$ cat src/rtl/inst_fetch_unit.sv
`timescale 1ns/1ps
// RV32 instruction fetch: PC, single-outstanding imem reads, one-entry output buffer
// toward decode, redirect/squash handling and fault entries.
//
// state | meaning
// REQ   | issue read at pc (or post misaligned fault)
// WAIT  | read accepted, waiting for response
// DRAIN | one stale response outstanding after redirect, discard it
// STALL | fault entry posted, idle until redirect
module inst_fetch_unit #(
    parameter int              XLEN     = 32,
    parameter int              ILEN     = 32,
    parameter logic [XLEN-1:0] RESET_PC = '0
) (
    input  logic            clk,
    input  logic            rst_n,
    output logic            imem_req_valid,
    input  logic            imem_req_ready,
    output logic [XLEN-1:0] imem_req_addr,
    input  logic            imem_resp_valid,
    input  logic [ILEN-1:0] imem_resp_data,
    input  logic            imem_resp_err,
    input  logic            redirect_valid,
    input  logic [XLEN-1:0] redirect_pc,
    output logic            inst_valid,
    input  logic            inst_ready,
    output logic [ILEN-1:0] inst,
    output logic [XLEN-1:0] inst_pc,
    output logic            inst_access_fault,
    output logic            inst_misaligned
);

    typedef enum logic [1:0] {
        S_REQ   = 2'd0,
        S_WAIT  = 2'd1,
        S_DRAIN = 2'd2,
        S_STALL = 2'd3
    } state_t;

    state_t          state_q, state_d;
    logic [XLEN-1:0] pc_q, pc_d;
    logic            inst_valid_q, inst_valid_d;
    logic [ILEN-1:0] inst_q, inst_d;
    logic [XLEN-1:0] inst_pc_q, inst_pc_d;
    logic            afault_q, afault_d;
    logic            misal_q, misal_d;
    logic            pc_aligned;
    logic            req_fire;

    assign pc_aligned     = (pc_q[1:0] == 2'b00);
    assign imem_req_valid = (state_q == S_REQ) && pc_aligned && !inst_valid_q;
    assign imem_req_addr  = pc_q;
    assign req_fire       = imem_req_valid && imem_req_ready;

    assign inst_valid        = inst_valid_q;
    assign inst              = inst_q;
    assign inst_pc           = inst_pc_q;
    assign inst_access_fault = afault_q;
    assign inst_misaligned   = misal_q;

    always_comb begin
        state_d      = state_q;
        pc_d         = pc_q;
        inst_valid_d = inst_valid_q;
        inst_d       = inst_q;
        inst_pc_d    = inst_pc_q;
        afault_d     = afault_q;
        misal_d      = misal_q;

        if (inst_valid_q && inst_ready) begin
            inst_valid_d = 1'b0;
        end

        // A redirect squashes the buffer even if decode takes it this cycle.
        if (redirect_valid) begin
            pc_d         = redirect_pc;
            inst_valid_d = 1'b0;
            unique case (state_q)
                S_REQ:   state_d = req_fire ? S_DRAIN : S_REQ;
                S_WAIT:  state_d = imem_resp_valid ? S_REQ : S_DRAIN;
                S_DRAIN: state_d = S_DRAIN;
                S_STALL: state_d = S_REQ;
                default: state_d = S_REQ;
            endcase
        end else begin
            unique case (state_q)
                S_REQ: begin
                    if (!pc_aligned) begin
                        if (!inst_valid_q) begin
                            inst_valid_d = 1'b1;
                            inst_d       = '0;
                            inst_pc_d    = pc_q;
                            afault_d     = 1'b0;
                            misal_d      = 1'b1;
                            state_d      = S_STALL;
                        end
                    end else if (req_fire) begin
                        state_d = S_WAIT;
                    end
                end
                S_WAIT: begin
                    if (imem_resp_valid) begin
                        inst_valid_d = 1'b1;
                        inst_pc_d    = pc_q;
                        afault_d     = imem_resp_err;
                        misal_d      = 1'b0;
                        if (imem_resp_err) begin
                            inst_d  = '0;
                            state_d = S_STALL;
                        end else begin
                            inst_d  = imem_resp_data;
                            pc_d    = pc_q + XLEN'(4);
                            state_d = S_REQ;
                        end
                    end
                end
                S_DRAIN: begin
                    if (imem_resp_valid) begin
                        state_d = S_REQ;
                    end
                end
                S_STALL: state_d = S_STALL;
                default: state_d = S_REQ;
            endcase
        end
    end

    always_ff @(posedge clk) begin
        if (!rst_n) begin
            state_q      <= S_REQ;
            pc_q         <= RESET_PC;
            inst_valid_q <= 1'b0;
            inst_q       <= '0;
            inst_pc_q    <= '0;
            afault_q     <= 1'b0;
            misal_q      <= 1'b0;
        end else begin
            state_q      <= state_d;
            pc_q         <= pc_d;
            inst_valid_q <= inst_valid_d;
            inst_q       <= inst_d;
            inst_pc_q    <= inst_pc_d;
            afault_q     <= afault_d;
            misal_q      <= misal_d;
        end
    end

endmodule
$ cat config.mk
export PLATFORM = sky130hd
export DESIGN_NAME = inst_fetch_unit
export DESIGN_NICKNAME = d
export VERILOG_FILES = /design/src/rtl/inst_fetch_unit.sv
export SDC_FILE = /design/constraint.sdc
export NUM_CORES = 1
export LEC_CHECK = 0
export BUFFER_PORTS_ARGS = -buffer_cell sky130_fd_sc_hd__buf_4
export CAP_MARGIN = 20
export CORE_MARGIN = 3
export CORE_UTILIZATION = 47
export CTS_BUF_LIST = sky130_fd_sc_hd__clkbuf_4 sky130_fd_sc_hd__clkbuf_8
export CTS_CLUSTER_DIAMETER = 80
export DETAILED_ROUTE_END_ITERATION = 10
export PLACE_DENSITY = 0.78
export SLEW_MARGIN = 20
export SYNTH_ARGS = -nofsm -noshare
export SYNTH_HDL_FRONTEND = slang
export SYNTH_SLANG_ARGS = --single-unit
$ cat constraint.sdc
create_clock -name clk -period 2 [get_ports clk]
set_input_delay 0.2 -clock clk [delete_from_list [all_inputs] [get_ports clk]]
set_output_delay 0.2 -clock clk [all_outputs]
set_load 0.02 [all_outputs]
# Word level (Yosys, flattened, before mapping)
# Cells that the tools add are included.
# totals
register_bits	101
out_inout_bits	100
wordCells	72
# classes
add_sub_neg	1
n_eq_ne	11
mux	37
bitwise_logic	2
n_reduce_logical	14
# op_table
op	count
2-to-1 mux 32 bit	11
one-hot mux 32 bit (2 select lines)	2
adder 32 x 3 -> 32 bit (second input constant)	1
2-to-1 mux 2 bit	9
one-hot mux 2 bit (4 select lines)	2
2-to-1 mux 1 bit	10
!= test 4 bit (second input constant)	2
!= test 2 bit (second input constant)	3
!= test 3 bit (second input constant)	2
one-hot mux 1 bit (2 select lines)	3
nonzero test 2 bit	3
AND reduction 5 bit	1
equality test 2 bit (second input constant)	2
logical AND 1 bit	4
logical NOT 2 bit	2
AND reduction 4 bit	1
AND reduction 3 bit	1
equality test 2 x 1 -> 1 bit (second input constant)	1
!= test 2 x 1 -> 1 bit (second input constant)	1
NOT 1 bit	2
OR reduction 2 bit	1
logical NOT 1 bit	1

# Logic depth before layout (Yosys ltp)
# logic_depth
depth_word	8
mapped_depth	7
depth_no_buf	5

# Least setup slack after synthesis
# Ideal clock, no wire load.
# synth_timing
kind	flip-flop to flip-flop
start	reg pc_q[8], in the netlist imem_req_addr[8]
end	reg pc_q[21], in the netlist imem_req_addr[21]
setup_time_ns	0.074
t_arrival_ns	1.987
required_ns	1.926
setup_slack_ns	-0.061
path_stages_with_launch	6
path_buffers	1
period_less_slack_ns	2.061
cell_sequence	dfxtp_1 -> nand4_2 -> or4_1 -> buf_2 -> or4_1 -> a31oi_1
# synth_via
elab_chain_cells	5
# synth_rtl
item	line	source
from (decl)	41	logic [XLEN-1:0] pc_q, pc_d;
from (signal assigned)	139	pc_q <= pc_d;
adder 32 x 3 -> 32 bit	112	pc_d = pc_q + XLEN'(4);
2-to-1 mux 32 bit	107	if (imem_resp_err) begin
2-to-1 mux 32 bit	102	if (imem_resp_valid) begin
2-to-1 mux 32 bit	86	unique case (state_q)
2-to-1 mux 32 bit	75	if (redirect_valid) begin
# No other way between the ends. The select of a mux whose other input is x is not followed.
# A chain may end at the register's enable or synchronous reset.

# Worst setup path after layout
# layout_timing
start	reg pc_q[7], in the netlist imem_req_addr[7]
end	reg pc_q[18], in the netlist imem_req_addr[18]
# Same word-level chain as after synthesis.

==> impl_results.md <==
- Number of top-level design ports: 171
- Number of remaining DRC errors: 0
- Number of enable flip-flop cells after synthesis: 0
- HP Start: redirect_pc[2]
- Total Nets Final: 861
- H-Tree Depth: 3
- Register bit count reported by yosys: ~100
- Data arrival, critical path: approximately 2200 ps
- Diode insertion count for antenna repair: 0
- Final-report max-slew violation count: 0
- Initial antenna violation count: 0
- Max Clock Freq: 529 MHz
- Finished Cell Area: 6950 sq um
- Wire length after detailed routing: 16600 um
- Endpoints failing setup: 0
- Std-Cell Rows: 37
- Number of sinks handled by clock tree synthesis: approximately 100
- Number of hold-repair buffers added at the cts stage: 0
- Clk_lat worst skew: 360 ps
- Maximum capacitance violations: 0
- Worst supply voltage drop on vdd: around 0.00048 V
- Proportion of synthesized flip-flops having asynchronous set or reset: 0
- Cell type contributing the most total cell area after synthesis: sky130_fd_sc_hd__dfxtp_1
- Headroom to the max-slew limit: 0.666
- Top flip-flop cell by instance count after synthesis: sky130_fd_sc_hd__dfxtp_1
- Die height: around 110 um
- Post-place setup slack: 25.3 ps
- Layout cells sized above 1: 0.331
- Hold Vio Cnt, Final: 0
- Number of port buffers: 170
- CTS tree: yes
- Critical path class: reg2reg
- Violation count after the first detailed-route iteration: about 480
- GPL Wtd Cong: 0.897
- Overall Global Routing Usage: 0.268
- Synth-to-Final Area Change: 38.0%
- Drt via density: 6.19
- Drt first pass iters: 7
- Cts bufs inserted: 9
- Launch point of the critical path: imem_req_addr[7]$_SDFFE_PN0P_
- Fin util: 0.670
- Transition at the pin with the smallest max-transition slack: 496 ps
- Die Span X: 110 um
- Initial Utilization: 0.486
- Unrepaired setup endpoints after global routing: yes
- WP data required: 2290 ps
- Count of unique library cells instantiated by Yosys: 44
- Maximum count of clock buffers along a single path: 2
- Type of element capturing the critical path: flip-flop
- Area of the die: 12000 sq um
- PwrDens: between 600 and 700 nW/um^2
- Worst setup margin: 111 ps
- Gate count of the mapped netlist: between 600 and 700
- Estimated wirelength of the detail-placed design: 11600 um
- Proportion of synthesized chip area in sequential cells: 0.401
- TNS Setup: 0 ps
- Static power due to leakage: between 2 and 3 nW
- Root buffer cell: sky130_fd_sc_hd__clkbuf_8
- Count of synthesis-stage warnings from yosys: 0
- Wire per inst: ~18 um
- Vias post-DR: 5753
- Share of Yosys cell area claimed by the top area cell type: 0.401
- Mapped cell area: a little over 5000 sq um
- Vias in the first global route: 5133
- Total power: around 4.5 mW
- Placed Area: 6700 sq um
- Syn Area/Cell: 8.10 sq um
- Min-Delay Path Class: in2reg
- First-pass GRT wire length: ~26000 um
- Reg2reg setup slack: 110 ps
- Final worst clock skew: 12.5 ps
- Area of the placeable core: 10400 sq um
- Number of nets produced by synthesis: 694
- Clock slew at reported path FFs: 110 ps
- Largest fanout of any net on the critical path: 10
- Remaining Overflow, GRT: 0
- Maximum number of pins on one net before global-route repair: approximately 110
- Critical register-to-register path startpoint: imem_req_addr[7]$_SDFFE_PN0P_
- Launching element type of the critical path: flip-flop
- Final period util: 0.944
- Result of the run: complete, no violations
- Shortest period the worst path allows: 1890 ps
- Post-detailed-route count of antenna-violating nets: 0
- Synth top area cells: sky130_fd_sc_hd__dfxtp_1 40%, sky130_fd_sc_hd__o31ai_1 11%, sky130_fd_sc_hd__a21oi_1 7.9%
## layer usage
layer	routed length, um	part of all wire	GRT usage	up-vias
met4	230	0.014	0.0775	0
li1	-	-	-	2752
met1	7170	0.43	0.383	2694
met3	1440	0.087	0.0405	20
met5	0	0	0	-
met2	7770	0.47	0.419	287
## placed cells by master, fill, tap and decap left out, types with 3 or more instances in the layout
master and count:
sky130_fd_sc_hd__nor4_1 12, sky130_fd_sc_hd__or3_1 6, sky130_fd_sc_hd__xnor2_1 6, sky130_fd_sc_hd__a21oi_1 79, sky130_fd_sc_hd__buf_12 4, sky130_fd_sc_hd__nand2_1 44
sky130_fd_sc_hd__or4_1 43, sky130_fd_sc_hd__nor3_1 8, sky130_fd_sc_hd__and3_1 9, sky130_fd_sc_hd__nor2_1 11, sky130_fd_sc_hd__nand3_1 26, sky130_fd_sc_hd__a31oi_1 11
sky130_fd_sc_hd__buf_4 225, sky130_fd_sc_hd__inv_1 5, sky130_fd_sc_hd__a32oi_1 3, sky130_fd_sc_hd__mux2i_1 3, sky130_fd_sc_hd__nand4_1 42, sky130_fd_sc_hd__o21ai_0 27
sky130_fd_sc_hd__clkbuf_8 10, sky130_fd_sc_hd__and4_1 4, sky130_fd_sc_hd__dfxtp_1 96, sky130_fd_sc_hd__xor2_1 4, sky130_fd_sc_hd__o31ai_1 73, sky130_fd_sc_hd__dfxtp_2 4
## cell families (layout without fill, tap and decap cells)
logic type,count (synthesis),after routing,share of synthesized area
multiplexers,3,3,0.00596
AND/OR/NAND/NOR,220,220,0.255
flip-flops,101,101,0.401
XOR/XNOR,10,10,0.0174
buffers and inverters,81,253,0.0624
AO/OA/AOI/OAI,206,206,0.255
adder cells (fa/ha/maj),1,1,0.00248
## final timing paths
path	end	cells after the start
worst max-delay path	imem_req_addr[18]$_SDFFE_PN0P_	4
worst min-delay path	imem_req_addr[2]$_SDFFE_PN0P_	3
worst max register to register	imem_req_addr[18]$_SDFFE_PN0P_	4
worst min register to register	inst[21]$_SDFFE_PN0P_	2
## report_power, final
part | switching, mW | leakage [nW] | internal (mW) | total [mW]
clock network | 0.756 | 0.105 | 0.626 | 1.38
registers | 0.0710 | 0.825 | 2.09 | 2.16
logic | 0.604 | 1.75 | 0.385 | 0.989
total | 1.43 | 2.68 | 3.10 | 4.53
## metrics by stage
stage                     std cells  hold WS, ps
final                           930         67.7
after global routing            930         78.2
after CTS                       928         62.3
after detailed placement        912          446
after global placement          912          432
after floorplan                 622          344
## final cells by class
class / instances / area (sq um)
clock buffer: 10 / 138
tap: 136 / 170
fill: 878 / 3420
inverter: 8 / 33.8
multi-input combinational: 440 / 2740
timing repair buffer: 229 / 1770
sequential: 101 / 2030
clock inverter: 6 / 68.8
## timing repair
action | in CTS | in global routing
setup buffers | 0 | 2
resized for setup | 1 | 5
gates cloned | 0 | 0
setup endpoints to repair | 1 | 8
## flip-flops by register name, indices dropped and copies added (netlist names)
| signal | cells |
|---|---|
| imem_req_addr | 32 |
| inst | 32 |
| inst_pc | 32 |
| state_q | 2 |
| inst_access_fault | 1 |
| inst_misaligned | 1 |
| inst_valid | 1 |
## worst max-delay path, cell delays in order (launching register included)
cell and delay, ps:
sky130_fd_sc_hd__dfxtp_1 440, sky130_fd_sc_hd__and3_1 280, sky130_fd_sc_hd__nand3_1 330, sky130_fd_sc_hd__or4_1 600, sky130_fd_sc_hd__a31oi_1 170
## synthesized netlist by cell type, types with 6 or more instances
| cell | instances |
|---|---|
| sky130_fd_sc_hd__nor4_1 | 12 |
| sky130_fd_sc_hd__clkbuf_1 | 64 |
| sky130_fd_sc_hd__o31ai_1 | 73 |
| sky130_fd_sc_hd__and3_1 | 9 |
| sky130_fd_sc_hd__a21oi_1 | 79 |
| sky130_fd_sc_hd__a31oi_1 | 11 |
| sky130_fd_sc_hd__nor3_1 | 8 |
| sky130_fd_sc_hd__buf_2 | 8 |
| sky130_fd_sc_hd__nor2_1 | 11 |
| sky130_fd_sc_hd__o21ai_0 | 27 |
| sky130_fd_sc_hd__nand4_1 | 42 |
| sky130_fd_sc_hd__nand3_1 | 27 |
| sky130_fd_sc_hd__or3_1 | 7 |
| sky130_fd_sc_hd__nand2_1 | 44 |
| sky130_fd_sc_hd__inv_1 | 7 |
| sky130_fd_sc_hd__dfxtp_1 | 101 |
| sky130_fd_sc_hd__xnor2_1 | 6 |
| sky130_fd_sc_hd__or4_1 | 44 |
Power figures use the tool's default switching activity.
